$ cat src/rtl/reg_xfer_ctrl_pkg.sv
// Shared types and constants for the register-transfer sequencer.
package reg_xfer_ctrl_pkg;

    typedef enum logic [1:0] {
        ST_IDLE  = 2'd0,
        ST_DRIVE = 2'd1,
        ST_WRITE = 2'd2
    } xfer_state_e;

    // Packed so that a_en lands on bit 0 and dst_en on bit 3.
    typedef struct packed {
        logic dst_en;
        logic c_en;
        logic b_en;
        logic a_en;
    } cmd_en_t;

    localparam int unsigned EN_A   = 0;
    localparam int unsigned EN_B   = 1;
    localparam int unsigned EN_C   = 2;
    localparam int unsigned EN_DST = 3;

    localparam int unsigned BUS_A     = 0;
    localparam int unsigned BUS_B     = 1;
    localparam int unsigned BUS_C     = 2;
    localparam int unsigned NUM_BUSES = 3;

endpackage

$ cat src/rtl/cmd_fifo2.sv
// Two-entry synchronous command FIFO; push is ignored when full, pop when empty.
module cmd_fifo2 #(
    parameter int unsigned W = 16
) (
    input  logic         clk,
    input  logic         reset,
    input  logic         push_i,
    input  logic [W-1:0] din_i,
    input  logic         pop_i,
    output logic [W-1:0] dout_o,
    output logic [1:0]   count_o,
    output logic         full_o,
    output logic         empty_o
);

    logic [W-1:0] mem_q [2];
    logic         rd_ptr_q;
    logic         wr_ptr_q;
    logic [1:0]   count_q;
    logic [1:0]   count_d;
    logic         do_push;
    logic         do_pop;

    assign full_o  = (count_q == 2'd2);
    assign empty_o = (count_q == 2'd0);
    assign do_push = push_i && !full_o;
    assign do_pop  = pop_i && !empty_o;
    assign dout_o  = mem_q[rd_ptr_q];
    assign count_o = count_q;

    always_comb begin
        count_d = count_q;
        unique case ({do_push, do_pop})
            2'b10:   count_d = count_q + 2'd1;
            2'b01:   count_d = count_q - 2'd1;
            default: count_d = count_q;
        endcase
    end

    always_ff @(posedge clk) begin
        if (reset) begin
            rd_ptr_q <= 1'b0;
            wr_ptr_q <= 1'b0;
            count_q  <= '0;
        end else begin
            if (do_push) wr_ptr_q <= ~wr_ptr_q;
            if (do_pop)  rd_ptr_q <= ~rd_ptr_q;
            count_q <= count_d;
        end
    end

    // Storage needs no reset: entries are only read once counted valid.
    always_ff @(posedge clk) begin
        if (do_push) mem_q[wr_ptr_q] <= din_i;
    end

endmodule

$ cat src/rtl/reg_xfer_ctrl.sv
// Register-transfer sequencer: queues commands and drives register-file
// bus output enables and one-hot write enables through DRIVE/WRITE phases.
module reg_xfer_ctrl
    import reg_xfer_ctrl_pkg::*;
#(
    parameter int unsigned NREGS = 8,
    parameter int unsigned IDXW  = 3
) (
    input  logic                       clk,
    input  logic                       reset,
    input  logic                       cmd_valid,
    output logic                       cmd_ready,
    input  logic [IDXW-1:0]            cmd_src_a,
    input  logic [IDXW-1:0]            cmd_src_b,
    input  logic [IDXW-1:0]            cmd_src_c,
    input  logic [3:0]                 cmd_en,
    input  logic [IDXW-1:0]            cmd_dst,
    output logic [NUM_BUSES*NREGS-1:0] output_en,
    output logic [NREGS-1:0]           write_en,
    output logic                       busy,
    output logic                       done
);

    typedef struct packed {
        cmd_en_t         en;
        logic [IDXW-1:0] dst;
        logic [IDXW-1:0] src_c;
        logic [IDXW-1:0] src_b;
        logic [IDXW-1:0] src_a;
    } cmd_t;

    localparam int unsigned CMDW = $bits(cmd_t);

    cmd_t        cmd_in;
    cmd_t        fifo_head;
    logic [1:0]  fifo_count;
    logic        fifo_full;
    logic        fifo_empty;
    logic        push;
    logic        pop;

    xfer_state_e state_q, state_d;
    cmd_t        cmd_q, cmd_d;

    logic [NUM_BUSES*NREGS-1:0] oe_q, oe_d;
    logic [NREGS-1:0]           we_q, we_d;
    logic                       busy_q, busy_d;
    logic                       done_q, done_d;

    assign cmd_in = '{en: cmd_en_t'(cmd_en), dst: cmd_dst,
                      src_c: cmd_src_c, src_b: cmd_src_b, src_a: cmd_src_a};

    assign cmd_ready = (fifo_count < 2'd2);
    assign push      = cmd_valid && cmd_ready;

    cmd_fifo2 #(.W(CMDW)) u_fifo (
        .clk     (clk),
        .reset   (reset),
        .push_i  (push),
        .din_i   (cmd_in),
        .pop_i   (pop),
        .dout_o  (fifo_head),
        .count_o (fifo_count),
        .full_o  (fifo_full),
        .empty_o (fifo_empty)
    );

    full_matches_count: assert property (@(posedge clk) fifo_full == (fifo_count == 2'd2));

    always_comb begin
        state_d = state_q;
        cmd_d   = cmd_q;
        pop     = 1'b0;
        unique case (state_q)
            ST_IDLE: begin
                if (!fifo_empty) begin
                    pop     = 1'b1;
                    cmd_d   = fifo_head;
                    state_d = ST_DRIVE;
                end
            end
            ST_DRIVE: begin
                if (cmd_q.en.dst_en) begin
                    state_d = ST_WRITE;
                end else if (!fifo_empty) begin
                    pop     = 1'b1;
                    cmd_d   = fifo_head;
                    state_d = ST_DRIVE;
                end else begin
                    state_d = ST_IDLE;
                end
            end
            ST_WRITE: begin
                if (!fifo_empty) begin
                    pop     = 1'b1;
                    cmd_d   = fifo_head;
                    state_d = ST_DRIVE;
                end else begin
                    state_d = ST_IDLE;
                end
            end
            default: state_d = ST_IDLE;
        endcase
    end

    // Outputs are registered, so they are decoded from the next state/command.
    always_comb begin
        oe_d   = '0;
        we_d   = '0;
        busy_d = (state_d != ST_IDLE);
        done_d = (state_d == ST_WRITE) ||
                 ((state_d == ST_DRIVE) && !cmd_d.en.dst_en);
        if (state_d != ST_IDLE) begin
            for (int unsigned i = 0; i < NREGS; i++) begin
                if (cmd_d.en.a_en && (cmd_d.src_a == IDXW'(i))) oe_d[NUM_BUSES*i + BUS_A] = 1'b1;
                if (cmd_d.en.b_en && (cmd_d.src_b == IDXW'(i))) oe_d[NUM_BUSES*i + BUS_B] = 1'b1;
                if (cmd_d.en.c_en && (cmd_d.src_c == IDXW'(i))) oe_d[NUM_BUSES*i + BUS_C] = 1'b1;
            end
        end
        if (state_d == ST_WRITE) begin
            for (int unsigned i = 0; i < NREGS; i++) begin
                if (cmd_d.dst == IDXW'(i)) we_d[i] = 1'b1;
            end
        end
    end

    always_ff @(posedge clk) begin
        if (reset) begin
            state_q <= ST_IDLE;
            cmd_q   <= '0;
            oe_q    <= '0;
            we_q    <= '0;
            busy_q  <= 1'b0;
            done_q  <= 1'b0;
        end else begin
            state_q <= state_d;
            cmd_q   <= cmd_d;
            oe_q    <= oe_d;
            we_q    <= we_d;
            busy_q  <= busy_d;
            done_q  <= done_d;
        end
    end

    assign output_en = oe_q;
    assign write_en  = we_q;
    assign busy      = busy_q;
    assign done      = done_q;

endmodule

$ cat config.mk
export PLATFORM = sky130hd
export DESIGN_NAME = reg_xfer_ctrl
export DESIGN_NICKNAME = d
export VERILOG_FILES = /design/src/rtl/reg_xfer_ctrl_pkg.sv /design/src/rtl/cmd_fifo2.sv /design/src/rtl/reg_xfer_ctrl.sv
export SDC_FILE = /design/constraint.sdc
export NUM_CORES = 1
export LEC_CHECK = 0
export BUFFER_PORTS_ARGS = -buffer_cell sky130_fd_sc_hd__buf_2
export CAP_MARGIN = 20
export CORE_MARGIN = 2
export CORE_UTILIZATION = 60
export CTS_CLUSTER_SIZE = 14
export DETAILED_ROUTE_END_ITERATION = 12
export PLACE_DENSITY = 0.84
export SLEW_MARGIN = 10
export SYNTH_ARGS = -nofsm -noshare
export SYNTH_HDL_FRONTEND = slang
export SYNTH_SLANG_ARGS = --single-unit
export TNS_END_PERCENT = 10
$ cat constraint.sdc
create_clock -name clk -period 3.8 [get_ports clk]
set_clock_uncertainty 0.2 [all_clocks]
set_input_delay 0.76 -clock clk [delete_from_list [all_inputs] [get_ports clk]]
set_output_delay 0.76 -clock clk [all_outputs]
set_load 0.03 [all_outputs]
Word-level counts from Yosys, hierarchy flattened --
Memories as Yosys holds them, arrays and structs flattened. A register that Yosys moved wholly into a read port is not among the register bits. Index checks and enable logic that the tools add are counted.
Cells by class: add/sub/neg operators 2, magnitude comparators 1, equal/unequal tests 35, multiplexer cells 48, bitwise operators 4, reduce and logical (&&, ||, !) cells 43
Operator list (number):
- $eq 3x3->1 const B | 16
- $mux 16 | 3
- $mux 1 | 39
- $pmux 16 s2 | 1
- $logic_and 1x1->1 | 28
- $eq 3x2->1 const B | 8
- $eq 3x1->1 const B | 4
- $logic_not 3->1 | 4
- $eq 2x2->1 const B | 4
- $eq 2x1->1 const B | 3
- $pmux 2 s3 | 1
- $reduce_or 2->1 | 3
- $logic_not 2->1 | 2
- $mux 2 | 2
- $not 1->1 | 4
- $pmux 2 s2 | 1
- $reduce_bool 2->1 | 2
- $logic_not 1->1 | 3
- $add 2x1->2 const B | 1
- $lt 2x2->1 const B | 1
- $pmux 1 s2 | 1
- $sub 2x1->2 const B | 1
- $logic_or 1x1->1 | 1
Word-level totals: bits in registers 56, RAM bits 32, bits of input ports 19, output and inout port bits 35, logic and storage cells 150, memories kept 1
Memory list:
- u_fifo.mem_q | words 2, width 16, rd ports 1, clocked after memory_dff 1, write ports 1, RTL line cmd_fifo2.sv:16 | logic [W-1:0] mem_q [2];

Longest topological paths before layout --
Gate-level depths: netlist of run 1.
depth in word-level cells 7, gate-level depth with buffers 8, mapped depth without buffers 7

Cells and area by module --
Synthesis of run 1 repeated with hierarchy kept, for this count alone.
Unflattened totals: cells, all modules 268, area total of the unflattened synthesis 3326.9 sq um
By module, submodules not included:
- reg_xfer_ctrl | instances 1, cells an instance 192, area an instance 1951.9 sq um, seq. area each 1041.0 sq um
- cmd_fifo2 | instances 1, cells an instance 76, area an instance 1375.1 sq um, seq. area each 1061.0 sq um

Worst setup path after synthesis of run 1 --
No wires, ideal clock.
path type input to register, start input port cmd_valid, end memory u_fifo.mem_q[0][0] (enable), setup time 0.388 ns, arrival time 1.566 ns, data required time 3.212 ns, path slack 1.646 ns, stages on the path 2, path buffers 0, path through nand2_1 -> nor2_1
On the way: cells in the longest elaborated chain, start to end 4
Ends and longest elaborated chain:
- from (decl) | RTL line reg_xfer_ctrl.sv:11 | input logic cmd_valid,
- $logic_and 1x1->1 | RTL line reg_xfer_ctrl.sv:54 | assign push = cmd_valid && cmd_ready;
- $logic_and 1x1->1 | RTL line cmd_fifo2.sv:26 | assign do_push = push_i && !full_o;
- $mux 1 | RTL line cmd_fifo2.sv:54 | if (do_push) mem_q[wr_ptr_q] <= din_i;
- $mux 1 (implied by the code) | RTL line cmd_fifo2.sv:54
- to (decl) | RTL line cmd_fifo2.sv:16
Every way passes these cells.

==> results of run 1 <==
==> metal layers <==
metal  vias up  track usage [%]  wire, um
met2        95             28.8      2680
met5         -                0         0
met4         0             12.8       128
met3        11             6.48       467
li1       1141                -         -
met1      1078             28.4      2710
==> sequential cells by signal, summed over array words and instances, names as in the netlist, named ones only <==
name,cells
busy,1
u_fifo.wr_ptr_q,1
u_fifo.mem_q,32
u_fifo.rd_ptr_q,1
done,1
write_en,8
output_en,24
cmd_q,16
u_fifo.count_o,2
state_q,2
==> placed cells by master (no fill, tap or decap), types with 5 or more instances in the layout <==
cell | synthesis | final
dfxtp_1 | 57 | 57
buf_2 | 7 | 53
edfxtp_1 | 32 | 32
nor2_1 | 27 | 27
nor3_1 | 20 | 20
mux2i_1 | 15 | 15
nand2_1 | 10 | 10
nand4_1 | 10 | 10
clkbuf_8 | 0 | 10
a211oi_1 | 7 | 7
nor4b_2 | 6 | 6
inv_1 | 5 | 5
==> worst reg2reg max path, stage by stage (launching register included) <==
cell	delay [ns]
dfxtp_1	0.98
mux2i_1	0.40
nand4_1	0.17
a32oi_1	0.45
nor4b_2	0.27
==> per-stage QoR <==
stage	setup slack, ns	hold slack, ns	utilization (%)	total power, mW
6_report	1.25	0.332	70.6	2.83
5_1_grt	1.06	0.353	70.6	2.99
4_1_cts	1.25	0.335	70.6	2.83
3_5_place_dp	1.28	0.324	66.7	2.15
3_3_place_gp	1.36	0.293	66.7	2.13
2_1_floorplan	1.65	0.281	-	2.00
==> logic make-up (layout without fill, tap and decap cells) <==
| logic type | count (synthesis) | in the layout | share of synthesized area, % |
|---|---|---|---|
| adder cells (fa/ha/maj) | 1 | 1 | 0.370 |
| multiplexers | 18 | 18 | 5.44 |
| AND/OR/NAND/NOR | 93 | 93 | 15.8 |
| buffers and inverters | 21 | 76 | 3.48 |
| XOR/XNOR | 4 | 4 | 1.04 |
| flip-flops | 89 | 89 | 62.2 |
| AO/OA/AOI/OAI | 48 | 48 | 11.7 |
==> area by class of cell <==
type | count | area [um^2]
Inverter | 6 | 22.5
Clock inverter | 3 | 46.3
Multi-Input combinational cell | 164 | 1160
Tap cell | 72 | 90.1
Timing Repair Buffer | 54 | 273
Clock buffer | 13 | 170
Fill cell | 407 | 1610
Sequential cell | 89 | 2100
==> worst paths after layout <==
| kind | from | to | slack (ns) | depth (start not counted) |
|---|---|---|---|---|
| hold / removal | u_fifo.count_o[1] | u_fifo.count_o[1] | 0.33 | 2 |
| hold reg to reg | u_fifo.count_o[1] | u_fifo.count_o[1] | 0.33 | 2 |
| setup / recovery | flop | output_en[7] | 1.25 | 4 |
| setup reg to reg | flop | output_en[7] | 1.25 | 4 |
==> report_power, final <==
group / internal (mW) / switching (mW) / leakage (nW)
registers: 1.16 / 0.115 / 0.762
clock network: 0.363 / 0.316 / 0.105
logic: 0.323 / 0.551 / 0.596
total: 1.84 / 0.983 / 1.46
==> impl_metrics.py, run 1 <==
metrics = {
    "run_status": {
        "outcome": "complete, no violations",
    },
    "final_layout": {
        "instances_no_fill": 401,
        "nNetsFinal": 344,
        "area_growth_pct": 14.3,
        "diodes": 0,
        "drive_above_1_share_pct": 27.7,
        "fin_area_um2": 3870,
    },
    "global_routing": {
        "grt_pass1_wl_mm": 9.67,
        "grt_use_total_pct": 20.8,
        "grt_max_degree": 31,
        "grt_antenna_before_repair": 0,
        "grt_pass1_vias": 2026,
        "grt-ovfl-total": 0,
    },
    "synthesis": {
        "ys_seq_area_share_pct": 62.2,
        "synth_cell_type_count": 44,
        "synthArstFlopShare_pct": 0,
        "netlist.area_leader.share_pct": 33.7,
        "yosysWarnings": 0,
        "synth.avg_cell_area_um2": 12.3,
        "syn_area_um2": 3380,
        "synth_fp_nets": 294,
        "synth.most_common_cell": "dfxtp_1",
        "synth_top_flop_cell": "dfxtp_1",
        "synth_common_cells": "dfxtp_1 (57), edfxtp_1 (32), nor2_1 (27), nor3_1 (20), mux2i_1 (15)",
        "ys_ff_latch": 89,
        "synth-edff-count": 32,
        "synthTopCellsByArea": "dfxtp_1 (34%), edfxtp_1 (28%), mux2i_1 (4.4%)",
        "syn-instance-count": 274,
        "yosys.area.top_type": "dfxtp_1",
    },
    "critical_path": {
        "worstPathRequired_ns": 3.88,
        "slowest_delay_ns": 0.98,
        "path_buf_inv": 0,
        "cp-start-kind": "flop",
        "path_delay_family": "flip-flops",
        "setup.worst_path.class": "reg2reg",
        "crit_chain": "mux2i_1 -> nand4_1 -> a32oi_1 -> nor4b_2",
        "cp_max_fo": 22,
        "critPathSlowestCell": "dfxtp_1",
        "end_kind": "flop",
        "cp.arrival_ns": 2.63,
    },
    "route": {
        "wl_mm": 5.99,
        "dr.pass1.iters": 4,
        "drt_iter0_drc": 307,
        "ant_nets": 0,
        "drt-wirelength-per-cell_um": 14.9,
        "vias": 2325,
        "avgViaCountPerCell": 5.80,
        "drc": 0,
    },
    "placed_design": {
        "hpwl_mm": 4.02,
        "placed_cell_area_um2": 3650,
        "portBuffers": 53,
        "dp.cells": 385,
        "place_congestion": 0.779,
    },
    "timing": {
        "rsz0062_at_grt": "no",
        "min_period_over_period_pct": 67.1,
        "fmaxAchievable_mhz": 392,
        "hold_viol": 0,
        "setup_viol": 0,
        "relSlewSlack_pct": 34.1,
        "tns_ns": 0,
        "worst_pin_slew_ns": 0.987,
        "post-route-min-period_ns": 2.55,
        "drv_slew": 0,
    },
    "pwr": {
        "p_leak_nw": 1.46,
        "power.density_nw_per_um2": 731,
        "irDropWorstVdd_mv": 0.454,
    },
    "floorplanning": {
        "ios": 54,
        "initial_core_util_pct": 61.8,
        "rows": 27,
        "dieArea_um2": 6250,
        "die_x_um": 79.1,
        "chipHeight_um": 79.1,
        "core-area_um2": 5470,
    },
    "clock_network": {
        "cts_sinks": 89,
        "cts_root_buf": "clkbuf_8",
        "postCtsSetupBuffers": 0,
        "cts.reportedPaths.clkPinSlew_ns": 0.08,
        "clk_path_buf_depth": 2,
        "cts_hold_buf": 0,
        "h-tree-depth": 3,
        "post_cts_resized": 0,
        "cts_tree": "built",
        "clkLatencyLatePin_ns": 0.36,
        "cts_buffers": 9,
    },
    "flow_run": {
        "cap_violations": 0,
    },
    "worst_hold_path": {
        "hold_path_class": "reg2reg",
    },
}
Note: power is estimated with default switching activity, not from simulation.
==> inputs of run 2 (changes only) <==
--- a/config.mk
+++ b/config.mk
@@ -8,10 +8,10 @@
 export BUFFER_PORTS_ARGS = -buffer_cell sky130_fd_sc_hd__buf_2
 export CAP_MARGIN = 20
 export CORE_MARGIN = 2
-export CORE_UTILIZATION = 60
+export CORE_UTILIZATION = 55
 export CTS_CLUSTER_SIZE = 14
 export DETAILED_ROUTE_END_ITERATION = 12
-export PLACE_DENSITY = 0.84
+export PLACE_DENSITY = 0.78
 export SLEW_MARGIN = 10
 export SYNTH_ARGS = -nofsm -noshare
 export SYNTH_HDL_FRONTEND = slang
==> constraint.sdc (replaced) <==
create_clock -name clk -period 2.55 [get_ports clk]
set_clock_uncertainty 0.2 [all_clocks]
set_input_delay 0.51 -clock clk [delete_from_list [all_inputs] [get_ports clk]]
set_output_delay 0.51 -clock clk [all_outputs]
set_load 0.03 [all_outputs]
==> impl_metrics.py, run 2 (synthesis results as in run 1) <==
metrics = {
    "run_status": {
        "outcome": "complete, no violations",
    },
    "global_routing": {
        "grt_pass1_vias": 2013,
        "grt_max_degree": 25,
        "grt_pass1_wl_mm": 10.0,
        "grt-ovfl-total": 0,
        "grt_use_total_pct": 20.3,
        "grt_antenna_before_repair": 0,
    },
    "worst_hold_path": {
        "hold_end": "u_fifo.mem_q[1][12]",
        "hold_path_class": "in2reg",
        "min-delay-start": "cmd_en[0]",
        "hold_depth": 1,
    },
    "critical_path": {
        "crit-reg2reg-launch": "state_q[1]",
        "end_kind": "flop",
        "rrSetupSlack_ns": 0.41,
        "r2r-end": "u_fifo.count_o[1]",
        "cp_max_fo": 9,
        "worstRegToRegCells": 6,
        "cp.arrival_ns": 2.21,
        "setup.worst_path.class": "reg2reg",
        "worstPathRequired_ns": 2.63,
        "cp-start-kind": "flop",
    },
    "timing": {
        "drv_slew": 0,
        "tns_ns": 0,
        "post-route-min-period_ns": 2.14,
        "hold_viol": 0,
        "min_period_over_period_pct": 83.7,
        "rsz0062_at_grt": "no",
        "layout_setup_ws_ns": 0.415,
        "setup_viol": 0,
        "fmaxAchievable_mhz": 468,
        "worst_pin_slew_ns": 0.542,
        "relSlewSlack_pct": 63.9,
    },
    "clock_network": {
        "cts_tree": "built",
        "cts.reportedPaths.clkPinSlew_ns": 0.08,
        "cts_sinks": 89,
        "cts_hold_buf": 0,
        "post_cts_resized": 0,
        "clkLatencyLatePin_ns": 0.34,
        "clk_path_buf_depth": 2,
        "cts_buffers": 9,
        "postCtsSetupBuffers": 0,
        "h-tree-depth": 3,
        "cts_root_buf": "clkbuf_8",
    },
    "pwr": {
        "switching_share_pct": 35.7,
        "combPwrFrac_pct": 34.1,
        "clockPowerShare_pct": 20.8,
        "power.density_nw_per_um2": 1060,
        "p_leak_nw": 1.48,
        "p_int_mw": 2.64,
        "p_seq_share_pct": 45.1,
        "netSwitchingPower_mw": 1.47,
        "irDropWorstVdd_mv": 0.534,
    },
    "route": {
        "vias": 2319,
        "wl_mm": 6.33,
        "ant_nets": 0,
        "dr.pass1.iters": 4,
        "avgViaCountPerCell": 5.66,
        "drc": 0,
        "drt_iter0_drc": 191,
        "drt-wirelength-per-cell_um": 15.4,
    },
    "floorplanning": {
        "rows": 28,
        "core-area_um2": 5920,
        "ios": 54,
        "initial_core_util_pct": 57.1,
        "die_x_um": 82.4,
        "dieArea_um2": 6790,
        "chipHeight_um": 82.4,
    },
    "placed_design": {
        "hpwl_mm": 4.36,
        "portBuffers": 53,
        "preCtsSetupSlack_ns": 0.430,
        "place_congestion": 0.828,
    },
    "flow_run": {
        "cap_violations": 0,
    },
    "final_layout": {
        "drive_above_1_share_pct": 28.7,
        "diodes": 0,
        "largest_reg_flops": 32,
        "layout_commonest_cell": "dfxtp_1",
        "layout_common_cells": "dfxtp_1 (57), buf_2 (53), edfxtp_1 (32), nor2_1 (27), nor3_1 (20)",
        "fillCellCount": 472,
        "area_growth_pct": 14.9,
        "nNetsFinal": 350,
        "top_register": "u_fifo.mem_q",
    },
}
## run 2: changes by cell type in the layout (fill, tap and decap cells not counted)
| cell | previous run | this run |
|---|---|---|
| buf_4 | 1 | 6 |
| buf_12 | 0 | 1 |
| bufinv_16 | 1 | 0 |
| clkbuf_1 | 2 | 3 |
| clkbuf_16 | 1 | 0 |
| clkbuf_8 | 10 | 11 |
| clkinv_2 | 0 | 1 |
| clkinv_4 | 1 | 0 |
## run 2: layer usage
| layer | vias to the layer above | wire [um] | GRT usage [%] |
|---|---|---|---|
| li1 | 1155 | - | - |
| met1 | 1074 | 3040 | 30.1 |
| met2 | 82 | 2850 | 28.1 |
| met3 | 8 | 364 | 4.57 |
| met4 | 0 | 73 | 9.50 |
| met5 | - | 0 | 0 |
## run 2: cell type report
| cell class | count | area, um^2 | share of cell area [%] |
|---|---|---|---|
| flip-flops and latches | 89 | 2100 | 54.1 |
| inverters | 6 | 22.5 | 0.580 |
| multi-input cells | 164 | 1160 | 29.9 |
| repair buffers | 60 | 330 | 8.50 |
| clock inverters | 2 | 12.5 | 0.322 |
| well taps | 75 | 93.8 | 2.41 |
| clock buffers | 14 | 163 | 4.19 |
## run 2: power groups by stage
stage / sequential, mW / combinational (mW) / clock, mW
floorplan: 1.92 / 1.06 / 0
global placement: 1.88 / 1.34 / 0
detailed placement: 1.88 / 1.38 / 0
CTS: 1.85 / 1.39 / 0.876
global route: 1.88 / 1.53 / 0.932
finish: 1.86 / 1.40 / 0.853
## run 2: worst max-delay path, stage by stage (launching register included)
cell	delay (ns)
dfxtp_1	0.37
o21ai_2	0.33
nand2_2	0.16
inv_2	0.18
ha_1	0.29
or3_1	0.38
a21oi_1	0.15
## run 2: worst max-delay path by stage
stage	slack (ns)	to	depth (start not counted)	start
6_report	0.41	u_fifo.count_o[1]	6	state_q[1]
5_1_grt	0.30	output_en[18]	5	flop
4_1_cts	0.41	u_fifo.count_o[1]	6	state_q[1]
3_5_place_dp	0.43	u_fifo.count_o[1]	6	state_q[1]
3_3_place_gp	0.54	u_fifo.count_o[1]	6	u_fifo.count_o[0]
2_1_floorplan	0.54	u_fifo.mem_q[0][0]	3	u_fifo.count_o[1]
## run 2: per-stage QoR
stage | power [mW] | area [um^2] | hold WS [ns] | utilization, % | std cells
after floorplan | 2.98 | 3380 | 0.281 | - | 274
after global placement | 3.22 | 3710 | 0.302 | 62.7 | 394
after detailed placement | 3.27 | 3710 | 0.316 | 62.7 | 394
after CTS | 4.12 | 3890 | 0.134 | 65.6 | 410
after global routing | 4.35 | 3890 | 0.139 | 65.6 | 410
final | 4.11 | 3890 | 0.150 | 65.6 | 410
==> inputs of run 3 (changes only) <==
==> constraint.sdc (replaced) <==
create_clock -name clk -period 2.1 [get_ports clk]
set_clock_uncertainty 0.2 [all_clocks]
set_input_delay 0.42 -clock clk [delete_from_list [all_inputs] [get_ports clk]]
set_output_delay 0.42 -clock clk [all_outputs]
set_load 0.03 [all_outputs]
==> impl_metrics.py, run 3 (synthesis results as in run 1) <==
metrics = {
    "pwr": {
        "clockPowerShare_pct": 21.4,
        "total_power_mw": 5.13,
        "irDropWorstVdd_mv": 0.757,
        "combPwrFrac_pct": 34.6,
        "p_int_mw": 3.32,
        "switching_share_pct": 35.3,
        "power.density_nw_per_um2": 1300,
        "p_leak_nw": 1.51,
        "p_seq_share_pct": 44.0,
        "netSwitchingPower_mw": 1.81,
    },
    "final_layout": {
        "layout_common_cells": "dfxtp_1 (56), buf_2 (53), edfxtp_1 (32), nor2_1 (27), nor3_1 (20)",
        "diodes": 0,
        "top_register": "u_fifo.mem_q",
        "fin_util_pct": 66.7,
        "fin_area_um2": 3950,
        "largest_reg_flops": 32,
        "nNetsFinal": 354,
        "layout_commonest_cell": "dfxtp_1",
        "drive_above_1_share_pct": 30.7,
        "area_growth_pct": 16.7,
    },
    "timing": {
        "worst_pin_slew_ns": 0.526,
        "holdWs_ns": 0.0438,
        "fmaxAchievable_mhz": 489,
        "rsz0062_at_grt": "yes",
        "hold_viol": 0,
        "relSlewSlack_pct": 64.9,
        "post-route-min-period_ns": 2.05,
        "min_period_over_period_pct": 97.4,
        "setup_viol": 0,
        "drv_slew": 0,
    },
    "floorplanning": {
        "dieArea_um2": 6790,
        "rows": 28,
        "initial_core_util_pct": 57.1,
        "chipHeight_um": 82.4,
        "ios": 54,
        "die_x_um": 82.4,
        "core-area_um2": 5920,
    },
    "clock_network": {
        "clkLatencyLatePin_ns": 0.36,
        "cts_root_buf": "clkbuf_8",
        "cts_tree": "built",
        "postCtsSetupBuffers": 0,
        "post_cts_resized": 0,
        "cts_hold_buf": 0,
        "cts_buffers": 9,
        "cts_sinks": 89,
        "clk_path_buf_depth": 2,
        "h-tree-depth": 3,
        "cts.reportedPaths.clkPinSlew_ns": 0.08,
    },
    "critical_path": {
        "cp-start-kind": "flop",
        "crit_chain": "nand3b_2 -> a41oi_1 -> o21ai_2 -> nor4b_2",
        "cp.arrival_ns": 2.11,
        "setup.worst_path.class": "reg2reg",
        "cp_max_fo": 15,
        "path_buf_inv": 0,
        "worstPathRequired_ns": 2.16,
        "critPathSlowestCell": "nand3b_2",
        "end_kind": "flop",
        "path_delay_family": "simple AND/OR/NAND/NOR gates",
        "slowest_delay_ns": 0.46,
    },
    "run_status": {
        "outcome": "complete, no violations",
    },
    "route": {
        "dr.pass1.iters": 5,
        "vias": 2331,
        "drc": 0,
        "wl_mm": 6.42,
        "drt-wirelength-per-cell_um": 15.5,
        "drt_iter0_drc": 192,
        "avgViaCountPerCell": 5.63,
        "ant_nets": 0,
    },
    "global_routing": {
        "grt_pass1_vias": 2134,
        "grt_pass1_wl_mm": 10.1,
        "grt_antenna_before_repair": 0,
        "grt_max_degree": 25,
        "grt-ovfl-total": 0,
        "grt_use_total_pct": 20.5,
    },
    "placed_design": {
        "hpwl_mm": 4.45,
        "portBuffers": 53,
        "place_congestion": 0.861,
        "placed_cell_area_um2": 3740,
    },
    "flow_run": {
        "cap_violations": 0,
    },
    "worst_hold_path": {
        "hold_path_class": "in2reg",
    },
}
## run 3: power groups by stage
| stage | clock, mW | combinational [mW] | sequential (mW) |
|---|---|---|---|
| global placement | 0 | 1.71 | 2.28 |
| global route | 1.17 | 1.95 | 2.30 |
| finish | 1.10 | 1.78 | 2.26 |
| detailed placement | 0 | 1.73 | 2.29 |
| CTS | 1.12 | 1.74 | 2.25 |
| floorplan | 0 | 1.29 | 2.33 |
## run 3: routing by layer
layer  wire length [um]  up-vias  global-route usage [%]
met1               2980     1092                    27.1
met2               2960       69                    31.8
met3                337       12                    4.46
met5                  0        -                       0
li1                   -     1158                       -
met4                138        0                    10.7
## run 3: final cells by class
cell class                      instances  area, um^2
Sequential cell                        89        2100
Fill cell                             451        1970
Multi-Input combinational cell        164        1180
Timing Repair Buffer                   64         360
Clock buffer                           14         178
Tap cell                               75        93.8
Inverter                                6        22.5
Clock inverter                          2        10.0
## run 3: metrics by stage
step                      TNS, ns  instances  worst slack, ns
after floorplan                 0        274           0.0930
after global placement          0        398            0.169
after detailed placement        0        398            0.103
after CTS                       0        414           0.0497
after global routing       -0.129        414          -0.0421
final                           0        414           0.0538
## run 3: final timing paths
kind              slack, ns             from             endpoint  cells past startpoint
hold reg to reg        0.34  u_fifo.rd_ptr_q      u_fifo.rd_ptr_q                      2
setup reg to reg       0.05       state_q[1]        output_en[16]                      4
hold / removal         0.04        cmd_en[2]  u_fifo.mem_q[1][14]                      1
setup / recovery       0.05       state_q[1]        output_en[16]                      4
